<file path="config.mk">
export PLATFORM = sky130hd
export DESIGN_NAME = jedro_1_mem_arbiter
export DESIGN_NICKNAME = d
export VERILOG_FILES = /design/src/rtl/jedro_1_mem_arbiter.sv
export SDC_FILE = /design/constraint.sdc
export NUM_CORES = 1
export LEC_CHECK = 0
export ABC_AREA = 1
export CAP_MARGIN = 30
export CORE_AREA = 2 2 126 128
export CTS_CLUSTER_DIAMETER = 80
export DETAILED_ROUTE_END_ITERATION = 6
export DIE_AREA = 0 0 128 130
export PLACE_DENSITY = 0.57
export SLEW_MARGIN = 25
export SYNTH_ARGS = -nofsm -noshare
export SYNTH_HDL_FRONTEND = slang
export SYNTH_SLANG_ARGS = --single-unit
</file>
<file path="constraint.sdc">
create_clock -name clk_i -period 3.83 [get_ports clk_i]
set_clock_uncertainty 0.05 [all_clocks]
set_input_delay 0.9575 -clock clk_i [delete_from_list [all_inputs] [get_ports clk_i]]
set_output_delay 0.9575 -clock clk_i [all_outputs]
set_load 0.05 [all_outputs]
</file>
<file path="src/rtl/jedro_1_mem_arbiter.sv">
// N-channel memory request arbiter: round-robin grant with stall locking, plus an
// in-order tag FIFO that steers each memory response back to its issuing channel.
module jedro_1_mem_arbiter #(
  parameter int unsigned NUM_CH          = 2,
  parameter int unsigned DATA_WIDTH      = 32,
  parameter int unsigned MAX_OUTSTANDING = 4
) (
  input  logic                                   clk_i,
  input  logic                                   rst_i,
  input  logic [NUM_CH*DATA_WIDTH-1:0]           ch_req_addr_i,
  input  logic [NUM_CH*DATA_WIDTH-1:0]           ch_req_data_i,
  input  logic [NUM_CH*4-1:0]                    ch_req_strobe_i,
  input  logic [NUM_CH-1:0]                      ch_req_write_i,
  input  logic [NUM_CH-1:0]                      ch_req_valid_i,
  output logic [NUM_CH-1:0]                      ch_req_ready_o,
  output logic [NUM_CH*DATA_WIDTH-1:0]           ch_rsp_data_o,
  output logic [NUM_CH-1:0]                      ch_rsp_err_o,
  output logic [NUM_CH-1:0]                      ch_rsp_valid_o,
  input  logic [NUM_CH-1:0]                      ch_rsp_ready_i,
  output logic [DATA_WIDTH-1:0]                  mem_req_addr_o,
  output logic [DATA_WIDTH-1:0]                  mem_req_data_o,
  output logic [3:0]                             mem_req_strobe_o,
  output logic                                   mem_req_write_o,
  output logic                                   mem_req_valid_o,
  input  logic                                   mem_req_ready_i,
  input  logic [DATA_WIDTH-1:0]                  mem_rsp_data_i,
  input  logic                                   mem_rsp_err_i,
  input  logic                                   mem_rsp_valid_i,
  output logic                                   mem_rsp_ready_o,
  output logic [$clog2(MAX_OUTSTANDING+1)-1:0]   outstanding_o
);

  localparam int unsigned TagW = (NUM_CH > 1) ? $clog2(NUM_CH) : 1;
  localparam int unsigned PtrW = (MAX_OUTSTANDING > 1) ? $clog2(MAX_OUTSTANDING) : 1;
  localparam int unsigned CntW = $clog2(MAX_OUTSTANDING + 1);

  logic [TagW-1:0]       rr_ptr_q, rr_ptr_d;
  logic                  lock_valid_q, lock_valid_d;
  logic [TagW-1:0]       lock_ch_q, lock_ch_d;
  logic [PtrW-1:0]       wr_ptr_q, wr_ptr_d, rd_ptr_q, rd_ptr_d;
  logic [CntW-1:0]       cnt_q, cnt_d;
  logic [TagW-1:0]       fifo_q [MAX_OUTSTANDING];

  logic [DATA_WIDTH-1:0] addr_arr [NUM_CH];
  logic [DATA_WIDTH-1:0] data_arr [NUM_CH];
  logic [3:0]            strb_arr [NUM_CH];

  logic                  gnt_vld;
  logic [TagW-1:0]       gnt;
  logic [TagW-1:0]       head;
  logic                  full, empty, push, pop;
  int unsigned           idx;

  for (genvar c = 0; c < NUM_CH; c++) begin : g_unpack
    assign addr_arr[c] = ch_req_addr_i[c*DATA_WIDTH +: DATA_WIDTH];
    assign data_arr[c] = ch_req_data_i[c*DATA_WIDTH +: DATA_WIDTH];
    assign strb_arr[c] = ch_req_strobe_i[c*4 +: 4];
  end

  // Locked channel wins; otherwise first valid channel searching from rr_ptr.
  always_comb begin
    gnt_vld = 1'b0;
    gnt     = '0;
    idx     = 0;
    if (lock_valid_q) begin
      gnt_vld = 1'b1;
      gnt     = lock_ch_q;
    end else begin
      for (int unsigned i = 0; i < NUM_CH; i++) begin
        idx = 32'(rr_ptr_q) + i;
        if (idx >= NUM_CH) idx = idx - NUM_CH;
        if (!gnt_vld && ch_req_valid_i[TagW'(idx)]) begin
          gnt_vld = 1'b1;
          gnt     = TagW'(idx);
        end
      end
    end
  end

  assign full  = (cnt_q == CntW'(MAX_OUTSTANDING));
  assign empty = (cnt_q == '0);
  assign head  = fifo_q[rd_ptr_q];

  assign mem_req_addr_o   = addr_arr[gnt];
  assign mem_req_data_o   = data_arr[gnt];
  assign mem_req_strobe_o = strb_arr[gnt];
  assign mem_req_write_o  = ch_req_write_i[gnt];
  assign mem_req_valid_o  = gnt_vld && ch_req_valid_i[gnt] && !full;
  assign ch_req_ready_o   = (gnt_vld && mem_req_ready_i && !full) ? (NUM_CH'(1) << gnt) : '0;

  assign ch_rsp_data_o   = {NUM_CH{mem_rsp_data_i}};
  assign ch_rsp_err_o    = {NUM_CH{mem_rsp_err_i}};
  assign ch_rsp_valid_o  = (mem_rsp_valid_i && !empty) ? (NUM_CH'(1) << head) : '0;
  assign mem_rsp_ready_o = !empty && ch_rsp_ready_i[head];

  assign push          = mem_req_valid_o && mem_req_ready_i;
  assign pop           = mem_rsp_valid_i && mem_rsp_ready_o;
  assign outstanding_o = cnt_q;

  always_comb begin
    rr_ptr_d     = rr_ptr_q;
    lock_valid_d = lock_valid_q;
    lock_ch_d    = lock_ch_q;
    wr_ptr_d     = wr_ptr_q;
    rd_ptr_d     = rd_ptr_q;
    cnt_d        = cnt_q;
    if (push) begin
      rr_ptr_d     = (gnt == TagW'(NUM_CH - 1)) ? '0 : gnt + TagW'(1);
      lock_valid_d = 1'b0;
      wr_ptr_d     = (wr_ptr_q == PtrW'(MAX_OUTSTANDING - 1)) ? '0 : wr_ptr_q + PtrW'(1);
    end else if (mem_req_valid_o) begin
      lock_valid_d = 1'b1;
      lock_ch_d    = gnt;
    end
    if (pop) begin
      rd_ptr_d = (rd_ptr_q == PtrW'(MAX_OUTSTANDING - 1)) ? '0 : rd_ptr_q + PtrW'(1);
    end
    case ({push, pop})
      2'b10:   cnt_d = cnt_q + CntW'(1);
      2'b01:   cnt_d = cnt_q - CntW'(1);
      default: cnt_d = cnt_q;
    endcase
  end

  always_ff @(posedge clk_i) begin
    if (rst_i) begin
      rr_ptr_q     <= '0;
      lock_valid_q <= 1'b0;
      lock_ch_q    <= '0;
      wr_ptr_q     <= '0;
      rd_ptr_q     <= '0;
      cnt_q        <= '0;
    end else begin
      rr_ptr_q     <= rr_ptr_d;
      lock_valid_q <= lock_valid_d;
      lock_ch_q    <= lock_ch_d;
      wr_ptr_q     <= wr_ptr_d;
      rd_ptr_q     <= rd_ptr_d;
      cnt_q        <= cnt_d;
    end
  end

  // Tag storage needs no reset: occupancy gates every read.
  always_ff @(posedge clk_i) begin
    if (push) fifo_q[wr_ptr_q] <= gnt;
  end

endmodule

</file>
======== Word level (Yosys, flattened, before mapping) ========
Memory sizes are Yosys's and may differ from the RTL's. A register that Yosys moved wholly into a read port is not among the register bits.
Cells that the tools add are included.
cells by class
  order comparisons ....................... 7
  equality and inequality tests ........... 5
  reductions and logical operators ........ 16
  add/subtract/negate cells ............... 8
  muxes and demuxes ....................... 40
  shifts and indexed selects .............. 2
  bitwise logic cells ..................... 2
operator list
  kind                                                                          count
  32-bit two-way mux                                                            6
  1-bit two-way mux                                                             24
  2-bit two-way mux                                                             6
  4-bit two-way mux                                                             3
  1-bit logical AND                                                             9
  1-bit by 2-bit less-than comparator with 1-bit output, second input constant  4
  2-bit equality test, second input constant                                    3
  3-bit one-hot mux with 2 select lines                                         1
  2-bit by 1-bit adder with 2-bit output, second input constant                 2
  2-bit >= comparator, second input constant                                    2
  1-bit by 1-bit left shift with 2-bit output, first input constant             2
  3-bit by 1-bit adder with 3-bit output, second input constant                 1
  3-bit equality test, second input constant                                    1
  1-bit logical NOT                                                             3
  3-bit logical NOT                                                             1
  3-bit by 1-bit subtractor with 3-bit output, second input constant            1
  1-bit by 1-bit adder with 2-bit output, second input constant                 1
  2-bit by 1-bit equality test with 1-bit output, second input constant         1
  1-bit by 2-bit >= comparator with 1-bit output, second input constant         1
  1-bit NOT with 2-bit output                                                   1
  2-bit AND reduction                                                           1
  2-bit nonzero test                                                            1
  2-bit OR reduction                                                            1
  1-bit subtractor, second input constant                                       2
  other kinds (2)                                                               2
word-level totals
  memories kept ........................... 1
  memory bits (writable) .................. 4
  logic and storage cells ................. 87
  input port bits ......................... 179
  register bits after elaboration ......... 10
  output and inout bits ................... 144
memory list
  name    depth  width  read ports  clocked after memory_dff  write ports  line  text
  fifo_q  4      1      1           1                         1            42    logic [TagW-1:0] fifo_q [MAX_OUTSTANDING];

======== Depth between registers and ports, before layout ========
  depth in word-level cells ............... 18
  depth in mapped cells ................... 14
  gate-level depth less buffers ........... 14

======== Least setup slack after synthesis ========
No wires, ideal clock.
  path type ............................... input to output
  start point ............................. input port ch_req_valid_i[0]
  end point ............................... output port ch_req_ready_o[0]
  cell stages on the path ................. 6
  path slack .............................. 0.702 ns
  buffers on the path ..................... 2
  data arrival time ....................... 2.120 ns
  required time ........................... 2.822 ns
  cells stage by stage .................... nand2_1 nand3_2 nand2_2 buf_2 buf_4 nor2_1
between the ends
  elaborated cells on any way between the ends .. 17
RTL lines
  item                                                   line  text
  start: declaration                                     14    input logic [NUM_CH-1:0] ch_req_valid_i,
  1-bit two-way mux (implied by the code) (2 in series)  72    if (!gnt_vld && ch_req_valid_i[TagW'(idx)]) begin
  1-bit two-way mux                                      72
  1-bit two-way mux                                      65    if (lock_valid_q) begin
  1-bit logical NOT                                      72
  1-bit logical AND                                      72
  1-bit two-way mux *                                    72
  1-bit two-way mux *                                    65
  named net gnt                                          49    logic [TagW-1:0] gnt;
  1-bit by 1-bit left shift with 2-bit output *          89    assign ch_req_ready_o = (gnt_vld && mem_req_ready_i && !full) ? (NUM_CH'(1) << gnt) : '0;
  2-bit two-way mux *                                    89
  end: declaration                                       15    output logic [NUM_CH-1:0] ch_req_ready_o,
The timed path passes the listed nets; every way through them passes the cells marked *. The select of a mux whose other input is x is not followed.

======== Worst setup path in the final report ========
  start point ............................. input port ch_req_valid_i[0]
  end point ............................... output port mem_req_addr_o[3]
between the ends
  word-level cells in the longest chain between the ends .. 12
  elaborated cells on any way between the ends .. 15
RTL lines
  item                                                      line  text
  1-bit two-way mux (implied by the code) (2 in series)     72
  1-bit two-way mux                                         72
  1-bit two-way mux                                         65
  1-bit logical NOT                                         72
  1-bit logical AND                                         72
  1-bit two-way mux *                                       72
  1-bit two-way mux *                                       65
  1-bit NOT with 2-bit output (implied by the code) *       84    assign mem_req_addr_o = addr_arr[gnt];
  32-bit two-way mux (implied by the code) * (3 in series)  84
  end: declaration                                          20    output logic [DATA_WIDTH-1:0] mem_req_addr_o,
Mark *: on every way between the ends. The rest lies on a longest branch, timed or not. The select of a mux whose other input is x is not followed.

==> impl_metrics.tcl <==
set metrics [dict create \
    outcome "completed" \
    cts.repair.resized 0 \
    rows 46 \
    reg2regPathDepth 14 \
    powerDensity_nw_per_um2 358 \
    antenna_cells 0 \
    rsz0062_at_grt "no" \
    grt_pass1_vias 2688 \
    required_ns 2.82 \
    die_y_um 130 \
    portBuffers 223 \
    place_area_um2 4950 \
    ios 323 \
    overflow 0 \
    final_common_cell "nand2_1" \
    syn_inst 418 \
    p_seq_frac 0.116 \
    tightest_slew_ns 0.505 \
    syn-num-nets 604 \
    hpwl_um 8840 \
    grt_max_degree 52 \
    finalInstanceArea_um2 5030 \
    wl_um 10100 \
    grt_pass1_wl_um 14400 \
    die_w_um 128 \
    synth_area_leaders "nand2_1 39%, buf_4 24%, dfxtp_1 10%" \
    grtUsageTotal 0.112 \
    p_clk_frac 0.113 \
    path_clk_slew_ns 0.05 \
    final-max-slew-violation-count 0 \
    p_sw_w 0.000836 \
    hold_violations 0 \
    fmax_mhz 285 \
    maxCapViolCount 0 \
    start_util 0.148 \
    routedWlPerCell_um 13.3 \
    ys_seq_area_frac 0.157 \
    syn_to_final_growth_pct 120 \
    ys_ff_latch 16 \
    die-area_um2 16600 \
    synth_top_area_frac 0.387 \
    ys_warn_count 0 \
    synth_cell_types 23 \
    cp-end-kind "output port" \
    power_w 0.00180 \
    period_needed_ns 3.51 \
    setup_viol_count_final 0 \
    ir_worst_vdd_mv 0.153 \
    internal-power_w 0.000966 \
    start_kind "input port" \
    arrival_ns 2.51 \
    drive_gt1_frac 0.168 \
    vias 2824 \
    synth_area_per_cell_um2 5.48 \
    clk_latency_ns 0.25 \
    synth.cell_area_um2 2290 \
    clockBufferDepth 2 \
    drcViolationCount 0 \
    dr.pass1.iters 4 \
    gp_congestion 0.741 \
    drt_iter0_markers 62 \
    postCtsHoldBufs 0 \
    fin_crit_sh 0.917 \
    cts_setup_buffers 0 \
    final_nets 758 \
    relSlewSlack 0.662 \
    clkSinkCount 16 \
    p_leak_nw 2.40 \
    tns_ns 0 \
    htree_levels 1 \
    antenna_found_initial 0 \
    vias_per_cell 3.70 \
    ant_nets 0 \
    cts_tree "built" \
    share_comb_of_total_power 0.771 \
    final_cell_mix "236 x nand2_1, 148 x clkdlybuf4s50_1, 73 x buf_12, 26 x inv_1, 21 x nor2_1" \
    cts_root_buf "clkbuf_16" \
    core_um2 15400 \
    synth_largest_area_cell "nand2_1" \
    hold_depth 2 \
    min_path_type "register to register" \
    cts_inserted_buffers 3 \
    crit_type "input port to output port" \
    critical_path_peak_fanout 47 \
    p_sw_frac 0.464 \
]
## power groups by stage
stage / combinational (W) / clock [W] / sequential [W]
after floorplan: 0.000837 / 0 / 0.000229
after global placement: 0.00140 / 0 / 0.000211
after detailed placement: 0.00141 / 0 / 0.000213
after CTS: 0.00141 / 0.000208 / 0.000209
after global routing: 0.00147 / 0.000214 / 0.000212
final: 0.00139 / 0.000204 / 0.000209
## cell type report
class | instances | area (um2)
clock buffer | 3 | 75.1
clock inverter | 1 | 3.75
fill | 1622 | 10400
inverter | 29 | 109
multi-input combinational | 292 | 1230
sequential | 16 | 360
tap | 192 | 240
timing repair buffer | 230 | 3010
## cell families (layout without fill, tap and decap cells)
group,after synthesis,count (layout),share of synthesized area
flip-flops,16,16,0.157
adder cells (fa/ha/maj),7,7,0.0415
AO/OA/AOI/OAI,12,12,0.0306
AND/OR/NAND/NOR,273,273,0.466
buffers and inverters,110,263,0.304
## per-stage QoR
step	hold WS (ns)	util	instances	setup slack, ns
after floorplan	0.438	-	418	0.702
after CTS	0.469	0.326	763	0.290
final	0.468	0.326	763	0.317
after global placement	0.452	0.321	759	0.292
after detailed placement	0.462	0.321	759	0.220
after global routing	0.515	0.326	763	0.181
## layer usage
layer | wire length, um | up-vias | track usage
li1 | - | 1487 | -
met5 | 0 | - | 0
met2 | 5250 | 154 | 0.203
met4 | 331 | 0 | 0.0433
met1 | 3620 | 1141 | 0.124
met3 | 921 | 42 | 0.0320
## synthesized netlist by cell type
| cell | instances |
|---|---|
| nand2_1 | 236 |
| buf_4 | 73 |
| nand2_4 | 1 |
| nand2_2 | 1 |
| o21ai_2 | 1 |
| or2_2 | 1 |
| inv_2 | 3 |
| ha_1 | 6 |
| nor2_2 | 2 |
| o21bai_1 | 1 |
| nand3_1 | 7 |
| a21oi_1 | 4 |
| fa_1 | 1 |
| buf_2 | 8 |
| dfxtp_1 | 12 |
| nor3_1 | 1 |
| nand4_1 | 1 |
| o311ai_0 | 1 |
| nand3_2 | 2 |
| o21ai_0 | 5 |
| inv_1 | 26 |
| edfxtp_1 | 4 |
| nor2_1 | 21 |
## critical path, cell delays in order
cell and delay [ns]:
clkdlybuf4s50_1 0.45, nand2_1 0.10, nand3_2 0.06, nand2_2 0.09
buf_12 0.24, buf_4 0.25, nand2_1 0.07, nand2_1 0.11
buf_12 0.14
## path summary, 6_finish.rpt
kind | startpoint | end | slack, ns
max reg2reg | lock_valid_q | outstanding_o[2] | 1.37
max | ch_req_valid_i[0] | mem_req_addr_o[3] | 0.32
min reg2reg | rd_ptr_q[0] | rd_ptr_q[0] | 0.47
min | rd_ptr_q[0] | rd_ptr_q[0] | 0.47
(Power assumes the default switching activity.)
